==> src/rtl/en_pulse_gen.sv <==
// Push-button conditioner: two-flop synchroniser, counter debounce, and a
// press/auto-repeat FSM producing single-cycle enable pulses for a counter.
module en_pulse_gen #(
    parameter int unsigned DEBOUNCE_CYCLES = 4,
    parameter int unsigned REPEAT_DELAY    = 16,
    parameter int unsigned REPEAT_RATE     = 8
) (
    input  logic clk,
    input  logic reset,
    input  logic btn,
    input  logic repeat_en,
    output logic en,
    output logic pressed
);

    localparam logic [15:0] DEB_LAST   = 16'(DEBOUNCE_CYCLES - 1);
    localparam logic [15:0] DELAY_LAST = 16'(REPEAT_DELAY - 1);
    localparam logic [15:0] RATE_LAST  = 16'(REPEAT_RATE - 1);

    typedef enum logic [1:0] {
        IDLE   = 2'd0,
        DELAY  = 2'd1,
        REPEAT = 2'd2
    } state_t;

    logic        s1_q;
    logic        s2_q;
    logic        pressed_q;
    logic        pressed_d;
    logic [15:0] dcnt_q;
    logic [15:0] dcnt_d;
    logic [15:0] rcnt_q;
    logic [15:0] rcnt_d;
    logic        en_q;
    logic        en_d;
    state_t      state_q;
    state_t      state_d;
    logic        rise;
    logic        fall;

    always_comb begin
        pressed_d = pressed_q;
        dcnt_d    = '0;
        if (s2_q != pressed_q) begin
            if (dcnt_q == DEB_LAST) begin
                pressed_d = ~pressed_q;
            end else begin
                dcnt_d = dcnt_q + 16'd1;
            end
        end
    end

    // Edges are taken from the debounce next-state so the pulse lands on the
    // same clock edge as the level change of pressed.
    assign rise = pressed_d & ~pressed_q;
    assign fall = ~pressed_d & pressed_q;

    always_comb begin
        state_d = state_q;
        rcnt_d  = rcnt_q;
        en_d    = 1'b0;
        if (fall) begin
            state_d = IDLE;
            rcnt_d  = '0;
        end else begin
            case (state_q)
                IDLE: begin
                    rcnt_d = '0;
                    if (rise) begin
                        en_d    = 1'b1;
                        state_d = DELAY;
                    end
                end
                DELAY: begin
                    if (!repeat_en) begin
                        rcnt_d = '0;
                    end else if (rcnt_q == DELAY_LAST) begin
                        en_d    = 1'b1;
                        rcnt_d  = '0;
                        state_d = REPEAT;
                    end else begin
                        rcnt_d = rcnt_q + 16'd1;
                    end
                end
                REPEAT: begin
                    if (!repeat_en) begin
                        rcnt_d  = '0;
                        state_d = DELAY;
                    end else if (rcnt_q == RATE_LAST) begin
                        en_d   = 1'b1;
                        rcnt_d = '0;
                    end else begin
                        rcnt_d = rcnt_q + 16'd1;
                    end
                end
                default: begin
                    rcnt_d  = '0;
                    state_d = IDLE;
                end
            endcase
        end
    end

    always_ff @(posedge clk or posedge reset) begin
        if (reset) begin
            s1_q      <= 1'b0;
            s2_q      <= 1'b0;
            pressed_q <= 1'b0;
            dcnt_q    <= '0;
            rcnt_q    <= '0;
            en_q      <= 1'b0;
            state_q   <= IDLE;
        end else begin
            s1_q      <= btn;
            s2_q      <= s1_q;
            pressed_q <= pressed_d;
            dcnt_q    <= dcnt_d;
            rcnt_q    <= rcnt_d;
            en_q      <= en_d;
            state_q   <= state_d;
        end
    end

    assign en      = en_q;
    assign pressed = pressed_q;

endmodule

==> config.mk <==
export PLATFORM = sky130hd
export DESIGN_NAME = en_pulse_gen
export DESIGN_NICKNAME = d
export VERILOG_FILES = /design/src/rtl/en_pulse_gen.sv
export SDC_FILE = /design/constraint.sdc
export NUM_CORES = 1
export LEC_CHECK = 0
export BUFFER_PORTS_ARGS = -buffer_cell sky130_fd_sc_hd__buf_2
export CAP_MARGIN = 20
export CORE_MARGIN = 2
export CORE_UTILIZATION = 52
export DETAILED_ROUTE_END_ITERATION = 7
export PLACE_DENSITY_LB_ADDON = 0.05
export SYNTH_ARGS = -nofsm -noshare
export SYNTH_HDL_FRONTEND = slang
export SYNTH_SLANG_ARGS = --single-unit
==> constraint.sdc <==
create_clock -name clk -period 2.8 [get_ports clk]
set_clock_uncertainty 0.15 [all_clocks]
set_input_delay 0.28 -clock clk [delete_from_list [all_inputs] [get_ports clk]]
set_output_delay 0.28 -clock clk [all_outputs]
set_load 0.1 [all_outputs]
After elaboration in Yosys (flattened, before gate mapping):

Cells that the tools add are included.
W data, S select, Z words.

* bits in registers: 38
* logic and storage cells: 48
* input port bits: 4
* output and inout port bits: 2

* add/subtract/negate cells: 2
* bitwise gates (word level): 4
* multiplexer cells: 23
* reductions and logical operators: 2
* eq/ne operators: 10

Operators by type and width (number)
* $mux W16: 7
* $add A16 B1 Y16 const B: 2
* $pmux W16 S2: 1
* $eq A16 B2 Y1 const B: 1
* $eq A16 B3 Y1 const B: 1
* $eq A16 B4 Y1 const B: 1
* $ne A3 B3 Y1 const B: 4
* $mux W2: 5
* $mux W1: 8
* $pmux W2 S3: 1
* $reduce_and A4 Y1: 1
* $pmux W1 S3: 1
* $and A1 B1 Y1: 2
* $eq A2 B1 Y1 const B: 1
* $eq A2 B2 Y1 const B: 1
* $logic_not A2 Y1: 1
* $not A1 Y1: 2
* $ne A1 B1 Y1: 1

Depth between registers and ports, before layout:

Gate-level depths: netlist (run 1).

* word-level depth: 7
* gate-level depth with buffers: 10

Worst setup path after synthesis (run 1):

No wires, ideal clock.

* path kind: flip-flop to flip-flop
* from: register pressed_q (netlist: pressed)
* to: register rcnt_q[14]
* path slack: 0.403 ns
* data required time: 2.579 ns
* cell stages (with the launch flop): 8
* buffers on the path: 1
* clock period less this slack: 2.397 ns
* library setup time: 0.071 ns
* arrival time: 2.176 ns
* cell sequence: dfrtp_1 -> mux2i_1 -> ha_1 -> nor2b_1 -> nand3_1 -> o22a_2 -> buf_6 -> nor2_1

* word-level cells in the longest chain between the ends: 6

RTL lines
* from (decl): line 28 `logic pressed_q;`
* from (signal assigned): line 116 `pressed_q <= pressed_d;`
* $not A1 Y1: line 46 `pressed_d = ~pressed_q;`
* $mux W1: line 45 `if (dcnt_q == DEB_LAST) begin`
* $mux W1: line 44 `if (s2_q != pressed_q) begin`
* $not A1 Y1: line 56 `assign fall = ~pressed_d & pressed_q;`
* $and A1 B1 Y1 *: line 56
* $mux W16 *: line 62 `if (fall) begin`
* net rcnt_d[14]: line 33 `logic [15:0] rcnt_d;`
* to (signal assigned): line 118 `rcnt_q <= rcnt_d;`
* to (decl): line 32 `logic [15:0] rcnt_q;`

The timed path passes the listed nets; every way through them passes the cells marked *.
A chain may end at the register's enable or synchronous reset.

Final worst setup path (run 1):

* from: register dcnt_q[0]
* to: register rcnt_q[5]

* word-level cells in the longest chain between the ends: 6

RTL lines
* from (decl): line 30 `logic [15:0] dcnt_q;`
* from (signal assigned): line 117 `dcnt_q <= dcnt_d;`
* $eq A16 B2 Y1: line 45
* $mux W1: line 45
* $mux W1: line 44
* $not A1 Y1: line 56
* $and A1 B1 Y1: line 56
* $mux W16: line 62
* net rcnt_d[5]: line 33

The timed path passes the listed nets, and every way through them passes these cells.

==> results of run 1 <==
==> placed cells by master, fill, tap and decap left out, drive strengths merged, types with 4 or more instances in the layout <==
master  Yosys  layout
buf         2       6
clkbuf      1       7
dfrtp      38      38
ha          8       8
inv        12      12
nand2      10      10
nand3      11      11
nand4       8       8
nor2       36      36
nor3        9       9
nor4       13      13
or4         4       4
xnor2      25      25
xor2        4       4
==> power breakdown <==
| part | switching, mW | leakage, nW | internal, mW | total (mW) |
|---|---|---|---|---|
| Clock | 0.189 | 0.0482 | 0.199 | 0.387 |
| Combinational | 0.271 | 0.297 | 0.108 | 0.379 |
| Sequential | 0.0402 | 0.520 | 0.591 | 0.631 |
==> sequential cells by signal (all words and copies together) (netlist names) <==
name,cells
dcnt_q,16
rcnt_q,16
en,1
s2_q,1
s1_q,1
pressed,1
state_q,2
==> kinds of logic after synthesis <==
kind of cell	count (synthesis)	synth area share
compound gates	8	0.02706
xor+xnor	29	0.1308
fa+ha+maj	8	0.05155
buf+inv	15	0.03350
flops	38	0.4897
mux	2	0.01031
simple gates	99	0.2571
==> worst max-delay path by stage <==
stage,from,endpoint,cells past startpoint
after floorplan,pressed,rcnt_q[14],7
after global placement,dcnt_q[0],rcnt_q[15],9
after detailed placement,dcnt_q[0],rcnt_q[5],9
after CTS,dcnt_q[0],rcnt_q[5],9
after global routing,dcnt_q[0],rcnt_q[5],9
final,dcnt_q[0],rcnt_q[5],9
==> synth_stat cells, drive strengths merged, types with 2 or more instances <==
library cell	number
inv	12
nor2b	2
buf	2
nor2	36
ha	8
nor4	13
xnor2	25
o21ai	3
dfrtp	38
mux2i	2
or4	4
xor2	4
nand2	10
a22oi	2
nand4	8
nand3	11
nor3	9
==> what timing repair did <==
item / CTS / global route
buffers inserted: 0 / 0
hold endpoints to repair: 13 / 0
hold buffers: 2 / 0
==> per-layer routing <==
layer | vias up | GRT usage | share of wire
met4 | 0 | 0.05469 | 0.011
met3 | 5 | 0.05137 | 0.032
met1 | 701 | 0.2531 | 0.46
met2 | 22 | 0.3338 | 0.49
met5 | - | 0 | 0
li1 | 706 | - | -
==> critical path: stages (launching register included) <==
cell and delay [ns]:
dfrtp_1 0.39, ha_1 0.21, nor4b_1 0.24, nand4_1 0.20, mux2i_1 0.19, ha_1 0.24
nor2b_1 0.19, nand3_1 0.10, o22a_2 0.36, nor2_1 0.17
==> cell type report <==
cell class | count | area (sq um)
inverter | 12 | 45.04
clock buffer | 7 | 86.33
fill | 348 | 1508
timing repair buffer | 8 | 52.55
clock inverter | 1 | 5.005
tap | 48 | 60.06
sequential | 38 | 950.9
multi-input combinational | 146 | 925.9
==> stage by stage <==
stage,cells,util
floorplan,199,-
global placement,250,0.5544
detailed placement,250,0.5544
CTS,260,0.5851
global route,260,0.5851
finish,260,0.5851
==> out/summary.md, run 1 <==
In this run the standard cell core region covers 0.003633 sq mm. The tools report the endpoint with the worst hold slack as en. The first global-routing pass estimated 6423 um of wire. Timing would allow up to 394.4 MHz. Setup total negative slack on the finished layout was measured at 0 ns. The initial standard-cell utilization of the core is 0.5344. In the synthesized netlist the dominant register cell turns out to be dfrtp_1.

Type of origin of the critical path: a register. TritonCTS built the clock tree. Clock input transition at the sequential cells of the worst setup and hold paths: 0.08 ns.

The reg2reg setup slack came out at 0.26 ns. The number of global-route vias before repair is 1,416. The critical path is of the reg2reg type.

In this run the tool buffered the top-level ports with 5 buffer cells. During I/O placement, the number of pins put on the boundary was 6. The tools report the source of the worst register-to-register timing path as dcnt_q[0].

The routed layout has 1,434 vias. The data required time at the worst endpoint was 2.86 ns. The area share of the largest cell type after synthesis came out at 0.4897. The tree is rooted in a clkbuf_8. Yosys mapped the design onto 31 distinct sky130hd cell types. The tools report the clock latency at the later pin of the worst-skew pair as 0.29 ns. The residual DRC count is 0.

After synthesis, the cell types taking the most area are dfrtp_1 (49%), xnor2_1 (11%), nor2_1 (7.0%). The final setup violation count came out at 0. The largest total area in the synthesized netlist belongs to dfrtp_1. The run gives 0 as the total count of max-transition violations in the final report. The post-synthesis sequential area ratio was 0.4897; the average size of a mapped cell was 9.758 sq um. The number of synthesized flops with an enable pin is 0, and the highest fanout seen on the critical path is 16.

The pin count of the biggest net entering global routing was 27. The detailed-route wire length per cell is 13.90 um, and the setup slack of the critical path after layout is 0.2645 ns. Data arrives at the worst endpoint at 2.60 ns.

The share of the cycle needed by the critical path after routing came out at 0.9056. The worst setup path is captured at a register. Along the worst hold path, the cell count comes to 3. The path class of the lowest-slack min-delay path was in2reg.

The tools report the yosys synthesis warning count as 0. The instance area at placement came out at 0.002014 sq mm. Counting every instance in the synthesized netlist gives 199. The flop and latch count out of synthesis was 38; the routed via count divided by cell count was 5.515. Share of synthesized registers carrying an async set or reset: 1.000. Across all hold checks on the routed design, the worst slack comes to 0.1586 ns.

For this block, the initial DRC count from the detailed router was 101. For the worst slew margin relative to its limit, the log shows 0.6744. The number of H-tree levels was 2; the final design area excluding fillers was 0.002126 sq mm.

For the number of max-cap violations, the log shows 0. From synthesis to final layout, the design area changed by 9.472%. The count of nets left with antenna violations after detail routing is 0, and the worst reg-to-reg path cell count is 9. Synthesis produced a netlist with a net count of 211. Once the clock tree was built, the resizer swapped 0 gates to a different size. The fraction of layout instances using a drive strength above 1 was 0.07547.

The static leakage is 0.8651 nW, and the antenna diode count is 0. In this run the most critical hold path is launched from repeat_en. The overall routing resource usage is 0.1978. Counting along the longest clock path gives a buffer depth of 2.

The die is 65.11 um tall. Buffers inserted during clock tree synthesis total 5. Subtracting the final worst setup slack from the clock period gives 2.536 ns.

After the last flow step, the layout net total stands at 223. Worst flop-to-flop path endpoint: rcnt_q[5]. The horizontal die dimension was 65.11 um. After synthesis the cells add up to 0.001942 sq mm. The die covers 0.004239 sq mm. Detailed placement ended at an HPWL of 2551 um. The pin slew with the least headroom to its limit came out at 0.4878 ns. For the final hold violation count, the log shows 0. Setup repair after global routing left no endpoint under its margin. Prior to clock tree synthesis, the placed netlist has a worst setup slack of 0.2734 ns. Overall power consumption after layout is estimated at 1.397 mW. The run gives 0.0002718 V as the worst supply voltage drop on vdd. For this block, the routed nets add up to 3613 um of wire. Clock tree synthesis found a total of 38 sinks.

The power per cell area was 657.3 mW/mm^2; the initial antenna violation count was 0. The floorplan has 22 rows. The run gives 0.8374 as the final weighted congestion in routability-driven placement. The run finished with clean final reports. The total overflow left after global routing is 0. Before antenna repair, the detailed router went through 4 iterations.
(Power assumes the default switching activity.)
==> run 2, diff against run 1 <==
- CORE_ASPECT_RATIO: unset -> 0.8
- SLEW_MARGIN: unset -> 30
==> out/summary.md, run 2 (same netlist as run 1, synthesis figures left out) <==
Commonest non-fill, non-tap cells in the layout: dfrtp_1 (38), nor2_1 (36), xnor2_1 (25) (unchanged). The antenna diode count was 0 (unchanged). The run gives 62 (was 101) as the iteration-0 DRC count of the detailed router. The power per cell area was 693.0 mW/mm^2 (was 657.3 mW/mm^2). Detailed-placement wirelength estimate: 2512 um (was 2551 um). The routed via count divided by cell count was 5.634 (was 5.515); the number of filler cells placed in the layout was 297 (was 348). For the maximum frequency from static timing analysis, the log shows 390.9 MHz (was 394.4 MHz). The tools report the worst flop-to-flop path endpoint as rcnt_q[15] (was rcnt_q[5]). The library cell contributing the largest single delay on the critical path is dfrtp_1 (unchanged). Static leakage: 0.8790 nW (was 0.8651 nW). The final weighted congestion in routability-driven placement came out at 0.9100 (was 0.8374).

The share of the cycle needed by the critical path after routing works out to 0.9135 (was 0.9056). Overflow left after global routing: 0 (unchanged). The clock period minus final worst setup slack is 2.558 ns (was 2.536 ns), and the fraction of the core area covered by cells at the end of the flow is 0.6144 (was 0.5851). The switching power was 503.9 uW (was 499.8 uW); the count of buffers from port buffering was 5 (unchanged).

The logs give 0.317 (was 0.277) for the share of power burned in the clock network and 0 (unchanged) for the number of max-cap violations. Residual DRC count: 0 (unchanged). The worst reg-to-reg path cell count works out to 9 (unchanged).

The type of origin of the critical path was a register (unchanged). The wire length of the first global-routing pass is 6423 um (unchanged), and the post-cts gate resize count is 0 (unchanged). The combinational fraction of design power is 0.259 (was 0.271), and the total number of nets in the final design is 224 (was 223). The detailed-route wire length per cell works out to 14.33 um (was 13.90 um).

The pin slew with the least headroom to its limit was 0.5170 ns (was 0.4878 ns). The launch point of the worst path was dcnt_q[0] (unchanged). The run gives 6 (unchanged) as the number of top-level pins. The classification of the worst setup path is reg2reg (unchanged). The run gives 1,431 (was 1,434) as the via count of the routed design. TritonCTS built the clock tree.

The logs give 3639 um (was 3613 um) for the final wirelength and 19 (was 22) for the number of placement rows. Last element of the critical path: rcnt_q[15] (was rcnt_q[5]). Number of post-CTS setup repair buffers: 0 (unchanged).

The longest individual stage delay on the worst path was 0.40 ns (was 0.39 ns); the internal power component was 983.9 uW (was 897.5 uW). The run gives 0.2036 (was 0.1978) as the overall routing resource usage. The register share of total power came out at 0.424 (was 0.452). The total count of max-transition violations in the final report is 0 (unchanged), and the area added between synthesis and finish is 10.57% (was 9.472%).

The horizontal die dimension is 72.32 um (was 65.11 um). The hold path depth is 0 (was 3), and the clock latency at the later pin of the worst-skew pair is 0.29 ns (about the same). The final setup violation count came out at 0 (unchanged). Most common cell after layout, fill and taps aside: dfrtp_1 (unchanged). Largest registers: dcnt_q (16), rcnt_q (16), state_q (2) (unchanged). The tools report the total number of clock tree sinks as 38 (unchanged). The run gives 0.0006340 V (was 0.0002718 V) as the worst supply voltage drop on vdd. Path class of the lowest-slack min-delay path: reg2reg (was in2reg). The worst slew margin relative to its limit was 0.6545 (was 0.6744); the data required time at the worst endpoint was 2.86 ns (about the same).

The switching power share of the total works out to 0.3387 (was 0.3577). The run gives 2 (unchanged) as the number of H-tree levels. The kind of end point of the critical path is a register (unchanged).

Setup repair after global routing left no endpoint under its margin. The cell repeated most along the worst path is ha_1 (unchanged). The full die area is 0.004242 sq mm (was 0.004239 sq mm).

The initial antenna violation count was 0 (unchanged); the initial standard-cell utilization of the core was 0.5557 (was 0.5344). For the number of global-route vias before repair, the log shows 1,381 (was 1,416). The highest fanout seen on the critical path was 16 (unchanged); the count of TritonRoute iterations in the first routing pass was 4 (unchanged).

The height of the die came out at 58.66 um (was 65.11 um). The final-layout setup total negative slack was 0 ns (unchanged). The tools report the reg2reg setup slack as 0.24 ns (was 0.26 ns).

The source of the worst register-to-register timing path is dcnt_q[0] (unchanged). Fraction of layout instances using a drive strength above 1: 0.08019 (was 0.07547). Crit-path cells: ha_1, nor4b_1, nand4_1, mux2i_1, ha_1, nor2b_1, nand3_1, o22a_2, a21oi_1 (was ha_1, nor4b_1, nand4_1, mux2i_1, ha_1, nor2b_1, nand3_1, o22a_2, nor2_1). Number of buffers created by CTS: 5 (unchanged).

The clock input transition at the sequential cells of the worst setup and hold paths came out at 0.07 ns (was 0.08 ns). For the final hold violation count, the log shows 0 (unchanged). The flow ran to the end, and the final reports show no timing, DRC or antenna violations.

The worst path arrival time is 2.62 ns (was 2.60 ns). Count of nets left with antenna violations after detail routing: 0 (unchanged). The clock tree buffer depth is 2 (unchanged), and the pin count of the biggest net entering global routing is 17 (was 27).

The tools report the area of the core as 0.003495 sq mm (was 0.003633 sq mm). The tools report the CTS root buffer as clkbuf_8 (unchanged).
run 2: cell type report:
class | instances | area, sq um | share of cell area
sequential | 38 | 950.9 | 0.4429
timing repair buffer | 9 | 60.06 | 0.02797
multi-input combinational | 146 | 925.9 | 0.4312
inverter | 12 | 45.04 | 0.02098
clock inverter | 1 | 30.03 | 0.01399
tap | 42 | 52.55 | 0.02448
clock buffer | 6 | 82.58 | 0.03846
run 2: per-stage QoR:
step | instance area, sq um | power (mW) | hold WS, ns | instances | worst slack [ns]
floorplan | 1942 | 0.9390 | 0.1614 | 199 | 0.4026
global placement | 2014 | 1.003 | 0.1552 | 245 | 0.3403
detailed placement | 2014 | 1.017 | 0.1689 | 245 | 0.3016
CTS | 2147 | 1.501 | 0.2044 | 254 | 0.2711
global route | 2147 | 1.565 | 0.2194 | 254 | 0.02937
finish | 2147 | 1.488 | 0.2027 | 254 | 0.2421
run 2: what timing repair did:
item	4_1_cts	5_1_grt
hold buffers	2	0
setup endpoints to repair	0	0
hold endpoints to repair	12	0
run 2: layer usage:
metal  global-route usage  up-vias  wire length, um
met5                    0        -                0
met4              0.09704        0               72
met3              0.05137        8              102
met2               0.3014       21             1624
met1               0.2825      693             1840
li1                     -      709                -
run 2: worst max-delay path: cells and delay by family, from the launching register on:
kind            cells  cell delay, ns
flops               1            0.40
simple gates        4            0.74
mux                 1            0.19
compound gates      2            0.52
fa+ha+maj           2            0.48
run 2: how the worst min path moves through the flow:
stage                     slack, ns          to   from
final                          0.20        s2_q   s1_q
after global routing           0.22        s2_q   s1_q
after CTS                      0.20        s2_q   s1_q
after detailed placement       0.17  dcnt_q[13]  reset
after global placement         0.16  dcnt_q[12]  reset
after floorplan                0.16        s1_q    btn
run 2: power groups by stage:
stage / Combinational (mW) / Sequential (mW) / Clock (mW)
floorplan: 0.213 / 0.726 / 0
detailed placement: 0.376 / 0.641 / 0
finish: 0.385 / 0.631 / 0.472
global placement: 0.363 / 0.640 / 0
global route: 0.422 / 0.638 / 0.505
CTS: 0.386 / 0.631 / 0.485
==> run 3, diff against run 2 <==
- REMOVE_ABC_BUFFERS: unset -> 1
==> out/summary.md, run 3 (same netlist as run 1, synthesis figures left out) <==
The flow ran to the end, and the final reports show no timing, DRC or antenna violations. The detailed-placement wirelength estimate came out at 2477 um (was 2512 um). For the overall routing resource usage, the log shows 0.1908 (was 0.2036).

Post-cts gate resize count: 0 (unchanged). The logs give 2 (unchanged) for the number of H-tree levels and 5 (unchanged) for the number of buffers created by CTS. The number of max-cap violations came out at 0 (unchanged). The horizontal die dimension is 72.32 um (unchanged). The count of nets left with antenna violations after detail routing was 0 (unchanged); the final setup violation count was 0 (unchanged). Crit-path cells: ha_1, nor4b_1, nand4_1, mux2i_1, ha_1, nor2b_1, nand3_1, o22a_2, a21oi_1 (unchanged).

Kind of end point of the critical path: a register (unchanged). Startpoint of the most critical hold path: repeat_en (was s1_q). The pin slew with the least headroom to its limit came out at 0.4764 ns (was 0.5170 ns). The antenna diode count was 0 (unchanged). The number of placement rows was 19 (unchanged); the share of the cycle needed by the critical path after routing was 0.9134 (was 0.9135). The pin count of the biggest net entering global routing was 33 (was 17); the final cell count without fillers was 254 (unchanged).

The run gives 0.29 ns (about the same) as the clock latency at the later pin of the worst-skew pair. Source of the worst register-to-register timing path: dcnt_q[0] (unchanged). The worst reg-to-reg path cell count was 9 (unchanged). The path class of the lowest-slack min-delay path is in2reg (was reg2reg). Final hold violation count: 0 (unchanged).

The most common cell after layout, fill and taps aside was dfrtp_1 (unchanged). The run gives 0 ns (unchanged) as the final-layout setup total negative slack. The worst flop-to-flop path endpoint is rcnt_q[15] (unchanged). The run gives 0.0003869 V (was 0.0006340 V) as the worst supply voltage drop on vdd. For the fraction of the core area covered by cells at the end of the flow, the log shows 0.6072 (was 0.6144).

The overflow left after global routing is 0 (unchanged). Type of origin of the critical path: a register (unchanged). The hold path depth is 3 (was 0).

TritonCTS built the clock tree. The family of cells with the greatest summed delay on the critical path is simple AND/OR/NAND/NOR gates (unchanged). The number of post-CTS setup repair buffers was 0 (unchanged); the maximum frequency from static timing analysis was 391.0 MHz (was 390.9 MHz). For the wire length of the first global-routing pass, the log shows 6113 um (was 6423 um). The launch point of the worst path is dcnt_q[0] (unchanged). Largest registers: dcnt_q (16), rcnt_q (16), state_q (2) (unchanged). Library cell contributing the largest single delay on the critical path: dfrtp_1 (unchanged).

The count of TritonRoute iterations in the first routing pass is 4 (unchanged). Area of the core: 0.003495 sq mm (unchanged). The number of global-route vias before repair was 1,353 (was 1,381); the number of filler cells placed in the layout was 297 (unchanged). The full die area is 0.004242 sq mm (unchanged), and the clock period minus final worst setup slack is 2.557 ns (was 2.558 ns).

For the final weighted congestion in routability-driven placement, the log shows 0.7894 (was 0.9100). The total chip power is 1.391 mW (was 1.488 mW), and the iteration-0 DRC count of the detailed router is 77 (was 62). Data required time at the worst endpoint: 2.86 ns (about the same).

The residual DRC count was 0 (unchanged). The area added between synthesis and finish was 9.279% (was 10.57%); the number of top-level pins was 6 (unchanged). The buffers plus inverters on the worst setup path works out to 0 (unchanged). Commonest non-fill, non-tap cells in the layout: dfrtp_1 (38), nor2_1 (36), xnor2_1 (25) (unchanged). Detailed-route wire length per cell: 14.00 um (was 14.33 um). The tools report the CTS root buffer as clkbuf_8 (unchanged). The tools report the via count of the routed design as 1,403 (was 1,431). The classification of the worst setup path was reg2reg (unchanged).

The reg2reg setup slack is 0.24 ns (about the same), and the worst slew margin relative to its limit is 0.6816 (was 0.6545). The endpoint with the worst hold slack is en (was s2_q). Worst path arrival time: 2.62 ns (about the same). The run gives 223 (was 224) as the total number of nets in the final design. The count of buffers from port buffering is 5 (unchanged), and the highest fanout seen on the critical path is 16 (unchanged). The tools report the total number of clock tree sinks as 38 (unchanged). The cell repeated most along the worst path is ha_1 (unchanged). The initial standard-cell utilization of the core is 0.5557 (unchanged). The total count of max-transition violations in the final report is 0 (unchanged). The routed via count divided by cell count came out at 5.524 (was 5.634).

The tools report the initial antenna violation count as 0 (unchanged). The clock tree buffer depth came out at 2 (unchanged). The height of the die was 58.66 um (unchanged). The static leakage is 0.8641 nW (was 0.8790 nW). For the final wirelength, the log shows 3555 um (was 3639 um).

The power per cell area was 655.5 mW/mm^2 (was 693.0 mW/mm^2); the longest individual stage delay on the worst path was 0.41 ns (was 0.40 ns). Setup repair after global routing left no endpoint under its margin. The number of instances in the placed design is 244 (was 245), and the clock input transition at the sequential cells of the worst setup and hold paths is 0.08 ns (was 0.07 ns). The number of buffers added to fix hold violations after cts is 2 (unchanged), and the fraction of layout instances using a drive strength above 1 is 0.08019 (unchanged).
==> run 3: changes by cell type in the layout (fill, tap and decap cells not counted), sizes merged <==
| cell | delta |
|---|---|
| buf | -1 |
| bufinv | -1 |
| clkinv | +1 |
| clkinvlp | +1 |
==> run 3: layer usage <==
metal,vias up,global-route usage,share of wire
met5,-,0,0
met4,0,0.07547,0.012
met3,6,0.05137,0.035
met2,23,0.2674,0.43
met1,667,0.2816,0.53
li1,707,-,-
==> run 3: area by class of cell <==
type / count / area [sq um] / share of cell area
Clock inverter: 2 / 12.51 / 0.005896
Clock buffer: 6 / 82.58 / 0.03892
Timing Repair Buffer: 8 / 52.55 / 0.02476
Multi-Input combinational cell: 146 / 925.9 / 0.4363
Tap cell: 42 / 52.55 / 0.02476
Inverter: 12 / 45.04 / 0.02123
Sequential cell: 38 / 950.9 / 0.4481
==> run 3: stage by stage <==
step                setup slack (ns)  hold slack, ns  cell area, sq um
finish                        0.2425          0.1716              2122
global route                 0.02931          0.2023              2122
CTS                           0.2498          0.1628              2122
detailed placement            0.2652         0.05872              2007
global placement              0.4164         0.05181              2007
floorplan                     0.4533          0.1614              1922
==> run 3: worst max path at each step <==
stage                 endpoint  slack (ns)  cells past startpoint
finish              rcnt_q[15]        0.24                      9
global route        rcnt_q[15]        0.03                      9
detailed placement  rcnt_q[15]        0.27                      9
global placement    rcnt_q[15]        0.42                      9
CTS                 rcnt_q[15]        0.25                      9
floorplan           rcnt_q[15]        0.45                      6
==> run 3: where the power goes <==
| part | total (mW) | internal, mW | switching, mW | leakage (nW) |
|---|---|---|---|---|
| Combinational | 0.367 | 0.105 | 0.261 | 0.297 |
| Clock | 0.393 | 0.198 | 0.195 | 0.0472 |
| Sequential | 0.631 | 0.591 | 0.0406 | 0.520 |
==> run 3: tightest hold or removal path, cell delays in order <==
cell	delay, ns
buf_2	0.13
nand4_1	0.09
a21boi_0	0.07
